[src/rtl/seg_scan_driver_if.sv]
// Display register bundle presented to seg_scan_driver.
// Fields: load strobe, value nibbles, dots, digit_en, blink_en, lz_blank.
interface seg_scan_driver_if #(
    parameter int DIGITS = 8
);
    logic                  load;
    logic [4*DIGITS-1:0]   value;
    logic [DIGITS-1:0]     dots;
    logic [DIGITS-1:0]     digit_en;
    logic [DIGITS-1:0]     blink_en;
    logic                  lz_blank;

    modport master (
        output load,
        output value,
        output dots,
        output digit_en,
        output blink_en,
        output lz_blank
    );

    modport slave (
        input load,
        input value,
        input dots,
        input digit_en,
        input blink_en,
        input lz_blank
    );
endinterface

[src/rtl/seg_scan_driver.sv]
// Time-multiplexed common-anode seven-segment scan driver.
// Ports: clk, rst_n (async low), bus (slave: load/value/dots/digit_en/
//   blink_en/lz_blank), seg[7:0] (dp,g..a active low), an (active low),
//   frame_done (one-cycle pulse per scan wrap).
module seg_scan_driver #(
    parameter int DIGITS       = 8,
    parameter int CLK_DIV      = 1000,
    parameter int BLINK_FRAMES = 64
) (
    input  logic               clk,
    input  logic               rst_n,
    seg_scan_driver_if.slave   bus,
    output logic [7:0]         seg,
    output logic [DIGITS-1:0]  an,
    output logic               frame_done
);

    localparam int IW = (DIGITS > 1) ? $clog2(DIGITS) : 1;
    localparam int PW = $clog2(CLK_DIV);
    localparam int FW = (BLINK_FRAMES > 1) ? $clog2(BLINK_FRAMES) : 1;

    localparam logic [PW-1:0] PSC_LAST = PW'(CLK_DIV - 1);
    localparam logic [IW-1:0] IDX_LAST = IW'(DIGITS - 1);
    localparam logic [FW-1:0] FRM_LAST = FW'(BLINK_FRAMES - 1);

    typedef struct packed {
        logic [4*DIGITS-1:0] value;
        logic [DIGITS-1:0]   dots;
        logic [DIGITS-1:0]   en;
        logic [DIGITS-1:0]   blink;
        logic                lz;
    } disp_t;

    disp_t             pend;
    disp_t             disp;
    logic              pend_valid;

    logic [PW-1:0]     psc;
    logic [IW-1:0]     idx;
    logic [FW-1:0]     frm;
    logic              phase;

    logic              slot_end;
    logic              wrap;

    logic [DIGITS-1:0] hot;
    logic [3:0]        nib;
    logic [DIGITS-1:0] lz_mask;
    logic              cur_dot;
    logic              cur_en;
    logic              cur_lz;
    logic              cur_blink;
    logic              blank;

    function automatic logic [6:0] font(input logic [3:0] n);
        logic [6:0] f;
        unique case (n)
            4'h0: f = 7'b1000000;
            4'h1: f = 7'b1111001;
            4'h2: f = 7'b0100100;
            4'h3: f = 7'b0110000;
            4'h4: f = 7'b0011001;
            4'h5: f = 7'b0010010;
            4'h6: f = 7'b0000010;
            4'h7: f = 7'b1111000;
            4'h8: f = 7'b0000000;
            4'h9: f = 7'b0010000;
            4'hA: f = 7'b0001000;
            4'hB: f = 7'b0000011;
            4'hC: f = 7'b1000110;
            4'hD: f = 7'b0100001;
            4'hE: f = 7'b0000110;
            4'hF: f = 7'b0001110;
        endcase
        return f;
    endfunction

    assign slot_end = (psc == PSC_LAST);
    assign wrap     = slot_end && (idx == IDX_LAST);

    // Slot prescaler and digit index.
    always_ff @(posedge clk or negedge rst_n) begin
        if (!rst_n) begin
            psc <= '0;
            idx <= '0;
        end else if (slot_end) begin
            psc <= '0;
            idx <= wrap ? '0 : idx + 1'b1;
        end else begin
            psc <= psc + 1'b1;
        end
    end

    // Blink phase advances once per BLINK_FRAMES completed frames.
    always_ff @(posedge clk or negedge rst_n) begin
        if (!rst_n) begin
            frm   <= '0;
            phase <= 1'b0;
        end else if (wrap) begin
            if (frm == FRM_LAST) begin
                frm   <= '0;
                phase <= ~phase;
            end else begin
                frm <= frm + 1'b1;
            end
        end
    end

    // Pending/display double buffer. The display copy only changes on
    // the wrap edge, so a frame never mixes old and new content; a load
    // on that same edge refills pending for the following wrap.
    always_ff @(posedge clk or negedge rst_n) begin
        if (!rst_n) begin
            pend       <= '0;
            disp       <= '0;
            pend_valid <= 1'b0;
        end else begin
            if (wrap && pend_valid) begin
                disp <= pend;
            end
            if (bus.load) begin
                pend.value <= bus.value;
                pend.dots  <= bus.dots;
                pend.en    <= bus.digit_en;
                pend.blink <= bus.blink_en;
                pend.lz    <= bus.lz_blank;
                pend_valid <= 1'b1;
            end else if (wrap) begin
                pend_valid <= 1'b0;
            end
        end
    end

    // Leading-zero mask: walk down from the top digit while nibbles are
    // zero and no dot has been seen; digit 0 is never masked.
    always_comb begin
        logic run;
        lz_mask = '0;
        run     = disp.lz;
        for (int i = DIGITS - 1; i >= 1; i--) begin
            run = run
                && (disp.value[4*i +: 4] == 4'h0)
                && !disp.dots[i];
            lz_mask[i] = run;
        end
    end

    // One-hot of the current index and its nibble.
    always_comb begin
        hot = '0;
        nib = '0;
        for (int i = 0; i < DIGITS; i++) begin
            if (idx == IW'(i)) begin
                hot[i] = 1'b1;
                nib    = disp.value[4*i +: 4];
            end
        end
    end

    assign cur_dot   = |(disp.dots & hot);
    assign cur_en    = |(disp.en & hot);
    assign cur_lz    = |(lz_mask & hot);
    assign cur_blink = |(disp.blink & hot);

    assign blank = !cur_en || cur_lz || (cur_blink && phase);

    // Registered outputs. The slot_end edge forces an all-dark cycle so
    // the outgoing digit's segments never overlap the next anode.
    always_ff @(posedge clk or negedge rst_n) begin
        if (!rst_n) begin
            seg        <= 8'hFF;
            an         <= '1;
            frame_done <= 1'b0;
        end else begin
            frame_done <= wrap;
            if (slot_end || blank) begin
                seg <= 8'hFF;
                an  <= '1;
            end else begin
                seg <= {~cur_dot, font(nib)};
                an  <= ~hot;
            end
        end
    end

endmodule

[src/flat_wrapper.sv]
// flat-port wrapper written by rule: the top's interface ports become plain ports
module seg_scan_driver_flat 
#(
    parameter int DIGITS       = 8,
    parameter int CLK_DIV      = 1000,
    parameter int BLINK_FRAMES = 64
)
  (clk, rst_n, seg, an, frame_done, bus_load, bus_value, bus_dots, bus_digit_en, bus_blink_en, bus_lz_blank);
  seg_scan_driver_if #(.DIGITS(DIGITS)) bus_i ();
  input  logic clk;
  input  logic rst_n;
  output logic [7:0] seg;
  output logic [DIGITS-1:0] an;
  output logic frame_done;
  input wire logic [$bits(bus_i.load)-1:0] bus_load;
  input wire logic [$bits(bus_i.value)-1:0] bus_value;
  input wire logic [$bits(bus_i.dots)-1:0] bus_dots;
  input wire logic [$bits(bus_i.digit_en)-1:0] bus_digit_en;
  input wire logic [$bits(bus_i.blink_en)-1:0] bus_blink_en;
  input wire logic [$bits(bus_i.lz_blank)-1:0] bus_lz_blank;
  assign bus_i.load = bus_load;
  assign bus_i.value = bus_value;
  assign bus_i.dots = bus_dots;
  assign bus_i.digit_en = bus_digit_en;
  assign bus_i.blink_en = bus_blink_en;
  assign bus_i.lz_blank = bus_lz_blank;
  seg_scan_driver #(.DIGITS(DIGITS), .CLK_DIV(CLK_DIV), .BLINK_FRAMES(BLINK_FRAMES)) u_core (.clk(clk), .rst_n(rst_n), .bus(bus_i), .seg(seg), .an(an), .frame_done(frame_done));
endmodule
[config.mk]
export PLATFORM = sky130hd
export DESIGN_NAME = seg_scan_driver_flat
export DESIGN_NICKNAME = d
export VERILOG_FILES = /design/src/rtl/seg_scan_driver_if.sv /design/src/rtl/seg_scan_driver.sv /design/src/flat_wrapper.sv
export SDC_FILE = /design/constraint.sdc
export NUM_CORES = 1
export LEC_CHECK = 0
export CELL_PAD_IN_SITES_DETAIL_PLACEMENT = 0
export CELL_PAD_IN_SITES_GLOBAL_PLACEMENT = 2
export CORE_ASPECT_RATIO = 0.9
export CORE_UTILIZATION = 32
export DETAILED_ROUTE_END_ITERATION = 12
export DONT_BUFFER_PORTS = 1
export PLACE_DENSITY = 0.58
export SETUP_SLACK_MARGIN = 0.3
export SYNTH_ARGS = -nofsm -noshare
export SYNTH_HDL_FRONTEND = slang
export SYNTH_SLANG_ARGS = --single-unit
[constraint.sdc]
create_clock -name clk -period 5.21 [get_ports clk]
set_input_delay 1.042 -clock clk [delete_from_list [all_inputs] [get_ports clk]]
set_output_delay 1.042 -clock clk [all_outputs]
set_load 0.02 [all_outputs]
==> results.tsv, run 1 <==
stage	metric	value	unit
sta	hold_violations	0	
routing	wirelength	15.2	mm
sta	fin_skew	13.1	ps
sta	finalSetupTns	0	ps
sta	fmax	0.289	GHz
global_route	grt_pass1_wl	24.8	mm
clocking	cts_tree	yes	
sta	slew-limit-headroom	38.5	%
logic_synthesis	synthFlopType	dfrtp_1	
layout	area_growth	12.3	%
layout	fillers	2053	
clocking	post_cts.repair.setup_buffers	0	
sta	maxSlewViolCount	0	
floorplanning	fp.dieH	141	um
clocking	postCtsHoldBufs	0	
routing	drt_iter0_drc	205	
floorplanning	chipWidth	156	um
worst_setup_path	cp_max_fo	23	
worst_setup_path	required	5570	ps
floorplanning	io_pins	77	
clocking	htree_levels	4	
logic_synthesis	synth_most_common_cell	dfrtp_1	
global_route	track_usage	15.0	%
worst_setup_path	end_kind	flop	
placed_design	dp_slack	1750	ps
floorplanning	core_area	0.0209	mm2
layout	final_nets	593	
logic_synthesis	synth_edf_count	0	
floorplanning	start_util	32.9	%
logic_synthesis	yosysUniqueCellTypes	63	
logic_synthesis	synth_area_leaders	dfrtp_1 50%, mux2_2 14%, mux2_4 6.6%, dfstp_2 6.1%, ha_1 2.6%	
routing	num_vias	3963	
logic_synthesis	synth_area	0.00686	mm2
routing	remaining_drc_errors	0	
logic_synthesis	avgSynthCellArea	13.1	um2
placed_design	place_area	0.00710	mm2
worst_setup_path	worstPathArrival	3820	ps
placed_design	dp_hpwl	9.94	mm
layout	final_area	0.00771	mm2
global_route	grt_overflow	0	
power_and_ir_drop	total_power	2.59	mW
routing	drt_first_pass_iters	4	
logic_synthesis	synth_top_area_cell	dfrtp_1	
clocking	clock_latency	430	ps
logic_synthesis	netlist_top_cells_count	136 x dfrtp_1, 84 x mux2_2, 34 x nand2_1	
worst_hold_path	min_path_type	in2async	
sta	min_period	3460	ps
sta	rsz0062_at_grt	no	
sta	period_share	66.5	%
placed_design	place_congestion	0.743	
layout	layout-drive-gt1-share	32.7	%
clocking	numCtsBuffers	17	
global_route	grt_max_degree	153	
logic_synthesis	synth-seq-area-share	55.7	%
worst_setup_path	crit_type	reg2reg	
sta	setup_viol_count_final	0	
power_and_ir_drop	vdd_drop_max	0.129	mV
routing	wire_per_inst	18.5	um
run	maxCapViolCount	0	
power_and_ir_drop	leakage	3.42	nW
clocking	ctsResizeCount	0	
sta	setup_slack	1750	ps
global_route	antenna_found_initial	0	
sta	tightest_slew	923	ps
clocking	cts_root_buf	clkbuf_16	
routing	viasPerCell	4.84	
layout	fin_util	36.9	%
floorplanning	die-area	0.0220	mm2
logic_synthesis	synthDominantCellAreaShare	49.6	%
clocking	cts_buffer_depth	2	
logic_synthesis	async_reset_ff_share	100	%
power_and_ir_drop	p_per_area	335	mW/mm2
logic_synthesis	yosysWarningCount	0	
clocking	clock-sinks	152	
global_route	first_global_vias	4316	
worst_setup_path	startpoint_type	flop	
logic_synthesis	synth_fp_nets	597	
placed_design	numPortBuffers	0	
logic_synthesis	ys_ff_latch	152	
clocking	path_clk_slew	70	ps
logic_synthesis	synthCells	523	
routing	ant_nets	0	
floorplanning	rows	50	
run_status	outcome	completed	
## critical path, stage by stage (launching register included)
cell and delay, ps:
dfrtp_1 410, inv_1 120, ha_1 690, a21oi_1 150, a221o_1 350, a32o_1 230
a21oi_1 410, inv_1 190, ha_1 330, nor3b_1 170, o21ai_0 110, a21o_1 210
## placed cells by master (no fill, tap or decap), types with 5 or more instances in the layout
| cell type | n |
|---|---|
| o21ai_0 | 20 |
| mux2i_1 | 7 |
| mux2_2 | 84 |
| xnor2_1 | 6 |
| inv_1 | 13 |
| mux2_4 | 30 |
| nand2_1 | 34 |
| nor2_1 | 17 |
| dfstp_2 | 16 |
| ha_1 | 14 |
| nor3_1 | 5 |
| o31ai_1 | 5 |
| nor2b_1 | 5 |
| a22oi_1 | 6 |
| a21oi_1 | 13 |
| clkbuf_16 | 17 |
| nand3b_1 | 5 |
| dfrtp_1 | 136 |
| nand3_1 | 14 |
## power breakdown
group          total, mW  leakage (nW)  internal (mW)  switching (mW)
clock               1.28         0.295          0.746           0.538
combinational     0.0500          1.20         0.0404         0.00958
sequential          1.25          1.92           1.23          0.0267
total               2.59          3.42           2.01           0.574
## per-stage QoR
| step | hold slack [ps] | std cells |
|---|---|---|
| finish | 316 | 819 |
| global route | 282 | 818 |
| CTS | 285 | 818 |
| detailed placement | 451 | 786 |
| global placement | 449 | 786 |
| floorplan | 433 | 523 |
## path summary, 6_finish.rpt
kind	from	to	slack [ps]	depth (start not counted)
max in group asynchronous	rst_n	u_core.seg[3]	4590	0
worst max-delay path	u_core.idx[1]	u_core.seg[3]	1750	11
worst min-delay path	rst_n	u_core.disp[37]	320	0
min in group clk	u_core.psc[0]	u_core.psc[0]	460	1
worst min register to register	u_core.psc[0]	u_core.psc[0]	460	1
worst max register to register	u_core.idx[1]	u_core.seg[3]	1750	11
## cell type report
cell class                 instances  area, um2  area share, %
antenna                            1       2.50         0.0325
clock buffer                      19        453           5.87
clock inverter                    13        159           2.06
inverter                          14       52.6          0.682
multi-input combinational        331       2840           36.8
sequential                       152       3820           49.6
tap                              286        358           4.64
timing repair buffer               3       22.5          0.292
## sequential cells by signal, indices dropped and copies added, names as in the netlist
register / cells
u_core.phase: 1
u_core.pend_valid: 1
u_core.an: 8
u_core.psc: 10
u_core.pend: 57
u_core.seg: 8
u_core.frm: 6
u_core.disp: 57
u_core.frame_done: 1
u_core.idx: 3
## logic make-up (layout without fill, tap and decap cells)
kind of cell               count (synthesis)  after routing  synth area share, %
buffers and inverters                     40             49                 2.93
xor gates and xnor gates                  10             10                 1.28
AOI/OAI and AO/OA                         81             81                 8.26
and+or+nand+nor                          105            105                 7.91
adders and majority gates                 14             14                 2.55
muxes                                    121            121                 21.4
DFF                                      152            152                 55.7
other                                      0              1                    0
## per-layer routing
layer	wire length [um]	GRT usage, %	vias to the layer above	part of all wire, %
li1	-	-	1884	-
met4	97	4.02	0	0.64
met5	0	0	-	0
met1	7830	21.7	1988	52
met2	6450	21.0	84	43
met3	795	5.41	7	5.2
Power figures use the tool's default switching activity.
==> run 2: changes to the inputs <==
PLACE_DENSITY = 0.6   (was 0.58)
clock period = 3.14 ns   (was 5.21 ns; I/O delays follow)
==> run 2 against run 1 <==
The run now ends with negative hold slack left. Sequential cell count unchanged. Fmax increased by 28%. Worst hold slack got worse by 420 ps. Combinational power is 66% higher. Count of clock-buffer cells in the layout is 1 lower. Cell count grew 1.2%. Sequential power increased by 66%. Setup slack lost 1300 ps.
==> results.tsv, run 2 (synthesized netlist as in run 1, its figures left out) <==
stage	metric	value	unit
floorplanning	core_area	0.0209	mm2
worst_setup_path	startpoint_type	flop	
worst_setup_path	worst-r2r-cell-count	12	
worst_setup_path	critPathMaxStageDelay	440	ps
clocking	cts_buffer_depth	2	
placed_design	place_area	0.00719	mm2
power_and_ir_drop	swShare	21.6	%
global_route	track_usage	14.6	%
routing	drt_iter0_drc	210	
power_and_ir_drop	p_clk_share	48.9	%
layout	final_common_cell	dfrtp_1	
clocking	clock-sinks	152	
floorplanning	fp.dieH	141	um
worst_setup_path	critPathSlowestCell	dfrtp_2	
global_route	grt_overflow	0	
clocking	cts_tree	yes	
worst_setup_path	worstPathArrival	3070	ps
global_route	grt_max_degree	153	
placed_design	dp_hpwl	10.2	mm
global_route	grt_pass1_wl	24.2	mm
power_and_ir_drop	vdd_drop_max	0.237	mV
power_and_ir_drop	seq_power_share	49.1	%
sta	finalSetupTns	0	ps
worst_setup_path	end_kind	flop	
placed_design	place_congestion	0.761	
sta	rsz0062_at_grt	no	
power_and_ir_drop	switching_power	0.914	mW
power_and_ir_drop	leakage	3.48	nW
routing	ant_nets	0	
routing	remaining_drc_errors	0	
layout	final_nets	604	
worst_setup_path	crit_type	reg2reg	
clocking	htree_levels	4	
layout	fillers	2019	
floorplanning	rows	50	
routing	drt_first_pass_iters	4	
worst_hold_path	min_path_type	in2async	
clocking	cts_root_buf	clkbuf_16	
floorplanning	chipWidth	156	um
sta	min_period	2700	ps
sta	slew-limit-headroom	55.8	%
clocking	path_clk_slew	70	ps
worst_setup_path	required	3510	ps
floorplanning	start_util	32.9	%
sta	tightest_slew	657	ps
floorplanning	io_pins	77	
run_status	outcome	complete, but fails checks	
global_route	antenna_found_initial	0	
clocking	numCtsBuffers	17	
run_status	violations	negative hold slack	
sta	holdWs	-101	ps
sta	setup_viol_count_final	0	
sta	hold_violations	136	
sta	fin_skew	8.84	ps
routing	wire_per_inst	17.7	um
placed_design	numPortBuffers	0	
worst_setup_path	cp_max_fo	4	
power_and_ir_drop	intPower	3.31	mW
run	maxCapViolCount	0	
floorplanning	die-area	0.0220	mm2
layout	mostFrequentLayoutCells	135 x dfrtp_1, 84 x mux2_2, 34 x nand2_1, 30 x mux2_4, 20 x o21ai_0	
power_and_ir_drop	pwr-share-comb	2.0	%
worst_setup_path	worstPathCellList	ha_1 -> ha_1 -> or2_1 -> a221o_1 -> a32o_1 -> a21oi_2 -> buf_4 -> ha_1 -> inv_1 -> o21a_1 -> o21ai_0 -> a21o_1	
routing	viasPerCell	4.83	
worst_setup_path	path_common_cell	ha_1	
routing	wirelength	14.6	mm
layout	diodes	0	
clocking	clock_latency	420	ps
sta	period_share	86.0	%
sta	fmax	0.370	GHz
global_route	first_global_vias	4315	
sta	maxSlewViolCount	0	
layout	final_area	0.00783	mm2
routing	num_vias	4006	
layout	area_growth	14.0	%
power_and_ir_drop	p_per_area	540	mW/mm2
layout	layout-drive-gt1-share	35.7	%
clocking	post_cts.repair.setup_buffers	0	
layout	largest_registers	u_core.disp: 57 flops, u_core.pend: 57 flops, u_core.psc: 10 flops	
run 2: changes by cell type in the layout (fill, tap and decap cells not counted), moves of 2 or more:
| cell | delta |
|---|---|
| ha_2 | +2 |
| buf_4 | +10 |
| ha_1 | -3 |
| clkinvlp_4 | -2 |
| clkinv_2 | +3 |
run 2: final timing paths:
kind | start | endpoint | slack [ps]
worst max-delay path | u_core.idx[0] | u_core.seg[3] | 440
max in group asynchronous | rst_n | u_core.seg[0] | 2930
worst min register to register | u_core.psc[0] | u_core.psc[0] | 450
min in group clk | bus_load | u_core.pend_valid | 350
worst max register to register | u_core.idx[0] | u_core.seg[3] | 440
worst min-delay path | rst_n | u_core.frame_done | -100
run 2: timing repair:
action / 4_1_cts / 5_1_grt
setup endpoints to repair: 0 / 5
endpoints found under the hold margin: 136 / 136
gates resized for setup: 0 / 10
run 2: stage by stage:
step	worst slack (ps)	total power, mW	instances	utilization (%)	hold slack [ps]
after global routing	319	4.40	829	37.5	-128
after detailed placement	325	2.20	797	34.4	339
after floorplan	334	2.18	523	-	332
after CTS	321	4.30	829	37.3	-119
final	438	4.23	829	37.5	-101
after global placement	400	2.20	797	34.4	340
run 2: layout make-up:
type,count,area (um2),share of cell area (%)
clock inverters,14,161,2.06
repair buffers,14,118,1.50
flip-flops and latches,152,3820,48.9
well taps,286,358,4.57
inverters,14,52.6,0.671
clock buffers,18,439,5.61
multi-input cells,331,2870,36.7
run 2: power by group through the flow:
| stage | registers [mW] | clock network (mW) | logic (mW) |
|---|---|---|---|
| after detailed placement | 2.12 | 0 | 0.0839 |
| after CTS | 2.08 | 2.13 | 0.0848 |
| after global placement | 2.11 | 0 | 0.0812 |
| after global routing | 2.09 | 2.23 | 0.0921 |
| after floorplan | 2.09 | 0 | 0.0897 |
| final | 2.08 | 2.07 | 0.0830 |
run 2: worst max-delay path, delay by kind of cell, from the launching register on:
family / cells / cell delay [ps]
compound gates: 6 / 1060
fa+ha+maj: 3 / 660
flops: 1 / 440
simple gates: 1 / 240
buf+inv: 2 / 240
run 2: layer usage:
metal | track usage (%) | share of wire, %
met1 | 21.0 | 50
met2 | 20.8 | 43
met3 | 4.64 | 5.3
met4 | 4.59 | 1.2
met5 | 0 | 0
